==> src/rtl/stream_mux_rr.sv <==
// rtl/stream_mux_rr.sv - NCH-input valid/ready stream mux with fixed-select and round-robin modes
// Registered output stage; out_ch tags each word with the channel it came from.
module stream_mux_rr #(
  parameter int WIDTH = 4,
  parameter int NCH = 2,
  localparam int CW = $clog2(NCH)
) (
  input  logic               clk,
  input  logic               rst_n,
  input  logic               mode,
  input  logic [CW-1:0]      sel,
  input  logic [NCH*WIDTH-1:0] in_data,
  input  logic [NCH-1:0]     in_valid,
  output logic [NCH-1:0]     in_ready,
  output logic [WIDTH-1:0]   out_data,
  output logic [CW-1:0]      out_ch,
  output logic               out_valid,
  input  logic               out_ready
);

  logic             can_load;
  logic [NCH-1:0]   grant;
  logic [CW-1:0]    grant_idx;
  logic [WIDTH-1:0] grant_data;
  logic             xfer;
  logic [CW-1:0]    rr_ptr;

  assign can_load = !out_valid || out_ready;

  // Round-robin scans offsets from farthest to nearest so the nearest
  // requester after rr_ptr is the last (winning) assignment.
  always_comb begin
    grant     = '0;
    grant_idx = '0;
    if (can_load) begin
      if (!mode) begin
        for (int i = 0; i < NCH; i++) begin
          if (sel == CW'(i) && in_valid[i]) begin
            grant[i]  = 1'b1;
            grant_idx = CW'(i);
          end
        end
      end else begin
        for (int k = NCH; k >= 1; k--) begin
          for (int i = 0; i < NCH; i++) begin
            if (i == (int'(rr_ptr) + k) % NCH && in_valid[i]) begin
              grant     = '0;
              grant[i]  = 1'b1;
              grant_idx = CW'(i);
            end
          end
        end
      end
    end
  end

  always_comb begin
    grant_data = '0;
    for (int i = 0; i < NCH; i++) begin
      if (grant[i]) grant_data = in_data[i*WIDTH +: WIDTH];
    end
  end

  assign xfer     = |grant;
  assign in_ready = grant;

  always_ff @(posedge clk or negedge rst_n) begin
    if (!rst_n) begin
      out_data  <= '0;
      out_ch    <= '0;
      out_valid <= 1'b0;
      rr_ptr    <= CW'(NCH - 1);
    end else begin
      if (xfer) begin
        out_data  <= grant_data;
        out_ch    <= grant_idx;
        out_valid <= 1'b1;
        if (mode) rr_ptr <= grant_idx;
      end else if (out_ready) begin
        out_valid <= 1'b0;
      end
    end
  end

endmodule

==> config.mk <==
export PLATFORM = sky130hd
export DESIGN_NAME = stream_mux_rr
export DESIGN_NICKNAME = d
export VERILOG_FILES = /design/src/rtl/stream_mux_rr.sv
export SDC_FILE = /design/constraint.sdc
export NUM_CORES = 1
export LEC_CHECK = 0
export CAP_MARGIN = 20
export CORE_AREA = 2 2 39 41
export DETAILED_ROUTE_END_ITERATION = 7
export DIE_AREA = 0 0 41 43
export GPL_TIMING_DRIVEN = 0
export PLACE_DENSITY_LB_ADDON = 0.2
export SLEW_MARGIN = 20
export SYNTH_ARGS = -nofsm -noshare
export SYNTH_HDL_FRONTEND = slang
export SYNTH_SLANG_ARGS = --single-unit
==> constraint.sdc <==
create_clock -name clk -period 2.3 [get_ports clk]
set_input_delay 0.69 -clock clk [delete_from_list [all_inputs] [get_ports clk]]
set_output_delay 0.69 -clock clk [all_outputs]
set_load 0.1 [all_outputs]
==> results_dict.tcl <==
set metrics [dict create \
    die_y_um 43 \
    worst-path-buf-inv 4 \
    syn_to_final_growth_pct 98.9 \
    skew_ns 0.00565 \
    slowest_delay_ns 0.22 \
    die_w_um 41 \
    synth_area_sq_um 345 \
    synthesis.nets 49 \
    async_reset_ff_frac 1.00 \
    cts_root_buf "clkbuf_4" \
    first_global_vias 345 \
    overflow 0 \
    use_met2 0.178 \
    synth_cells 34 \
    whs_ns 0.481 \
    yosys.area.top_type "dfrtp_1" \
    dpl.hpwl_um 600 \
    grt_pass1_wl_um 1430 \
    grtUsageTotal 0.123 \
    critPathSlowestCell "dlygate4sd2_1" \
    rows 14 \
    timing.rr.start "rr_ptr$_DFFE_PN1P_" \
    ys_ff_latch 7 \
    seq_power_share 0.266 \
    cap_viol_max_count 0 \
    yosysSeqAreaShare 0.511 \
    leakage_nw 0.315 \
    synth.area.top_cells "dfrtp_1 (43%), mux2i_1 (12%), dfstp_2 (7.6%)" \
    combPwrFrac 0.573 \
    min_period_ns 2.26 \
    dr.pass1.iters 2 \
    multiInputGateArea_sq_um 175 \
    hold_buffers 0 \
    finalWeightedCongestion 0.592 \
    crit_chain "dlygate4sd2_1 -> nand2b_4 -> buf_6 -> o2111ai_4 -> clkinvlp_4 -> buf_12" \
    register_area_sq_um 178 \
    critPathKind "primary input to output port" \
    synth-edff-count 0 \
    cts_buffer_depth 2 \
    worst_slew_pin_slew_ns 0.960 \
    fin_tns_setup_ns 0 \
    use_met1 0.163 \
    cts_made_buffers 3 \
    hold_start "out_ch$_DFFE_PN0P_" \
    grt_antenna_before_repair 0 \
    clock_sinks 7 \
    p_clk_frac 0.161 \
    vdd_drop_max_uv 516 \
    layout-drive-gt1-share 0.313 \
    vias_per_cell 4.48 \
    dieArea_sq_um 1760 \
    switching_share 0.513 \
    routed-via-count 358 \
    critPathLaunch "out_ready" \
    clk_pin_slew_worst_paths_ns 0.05 \
    yosysWarnings 0 \
    hold_viol_final 0 \
    grt_max_degree 10 \
    initial_utilization 0.250 \
    fin_util 0.496 \
    finalSetupViolCount 0 \
    drcViolationCount 0 \
    core_sq_um 1380 \
    synth.avg_cell_area_sq_um 10.2 \
    fin_nets 80 \
    drv_slew 0 \
    period_share 0.985 \
    placed_cells 72 \
    hold_path.class "flop to flop" \
    switchingPower_mw 0.348 \
    io_pins 23 \
    cts_tree "built" \
    diodes 0 \
    final_cell_mix "clkdlybuf4s50_1 (9), dlygate4sd2_1 (9), buf_4 (5), dfrtp_1 (5)" \
    critPathRequiredTime_ns 1.61 \
    synth.distinct_cells 16 \
    final_cell_count_no_fill 80 \
    cp-end-kind "output port" \
    relSlewSlack 0.363 \
    htreeDepth 1 \
    ant_nets 0 \
    startpoint_type "primary input" \
    cp_max_fo 3 \
    rsz0062_at_grt "no" \
    use_met3 0.0157 \
    powerDensity_nw_per_um2 988 \
    p_int_mw 0.330 \
    drt_iter0_drc 1 \
    synth.top_cell.area_share 0.435 \
    fmax_mhz 442 \
    wirelength_um 912 \
    cp_top_family "buffers and inverters" \
    io_buffers 22 \
    power_mw 0.679 \
    detail_route.wl_per_cell_um 11.4 \
    grt-busiest-layer "met2" \
    clock_latency_ns 0.25 \
    dominantRegCellSynth "dfrtp_1" \
    critPathArrivalTime_ns 1.57 \
    outcome "complete, no violations" \
    num-fill-cells 147 \
]
-- sequential cells by signal (all words and copies together), names as in the netlist --
| register | count |
|---|---|
| rr_ptr | 1 |
| out_ch | 1 |
| out_valid | 1 |
| out_data | 4 |
-- synthesized netlist by cell type, types with 2 or more instances --
cell	count
dfrtp_1	6
nor2_1	4
mux2i_1	4
nand2_1	2
inv_1	3
a21oi_1	4
nand3_1	2
-- worst paths after layout --
check	end	slack (ns)	cells past startpoint
max in group asynchronous	rr_ptr$_DFFE_PN1P_	1.33	1
max	in_ready[0]	0.04	6
max reg2reg	out_data[3]$_DFFE_PN0P_	0.88	5
min in group asynchronous	out_data[2]$_DFFE_PN0P_	0.69	1
min reg2reg	out_ch$_DFFE_PN0P_	0.48	2
min	out_ch$_DFFE_PN0P_	0.48	2
-- worst reg2reg max path, stage by stage (launching register included) --
cell       delay [ns]
dfstp_2          0.56
nand3b_1         0.16
o2111ai_4        0.16
buf_4            0.20
mux2i_1          0.14
a21oi_1          0.08
-- power groups by stage --
stage | Clock (mW) | Combinational [mW] | Sequential (mW)
after global placement | 0 | 0.379 | 0.180
after detailed placement | 0 | 0.380 | 0.179
after global routing | 0.120 | 0.404 | 0.186
after CTS | 0.115 | 0.389 | 0.179
final | 0.109 | 0.389 | 0.181
after floorplan | 0 | 0.0897 | 0.368
-- kinds of logic after synthesis --
kind of cell,synth area share
flops,0.511
mux,0.116
compound gates,0.170
simple gates,0.134
buf+inv,0.0688
-- per-stage QoR --
step           cell area, sq um  worst slack [ns]
2_1_floorplan               362            0.0232
3_3_place_gp                602             -1.41
3_5_place_dp                602             -1.40
4_1_cts                     687            0.0153
5_1_grt                     687          0.000667
6_report                    687            0.0354
-- cell type report --
class                      count  share of cell area
timing repair buffer          27               0.386
clock buffer                   4              0.0383
multi-input combinational     22               0.255
sequential                     7               0.259
tap                           16              0.0291
buffer                         1              0.0109
inverter                       3              0.0219
-- routing by layer --
layer	vias up	wire, um
li1	179	-
met1	162	405
met2	17	426
met3	0	80
met4	0	0
met5	-	0
-- what timing repair did --
action	in CTS	in global routing
pin swaps	2	1
endpoints found under the setup margin	8	2
resized for setup	37	4
buffers inserted	5	0
gates cloned	0	0
(Power assumes the default switching activity.)
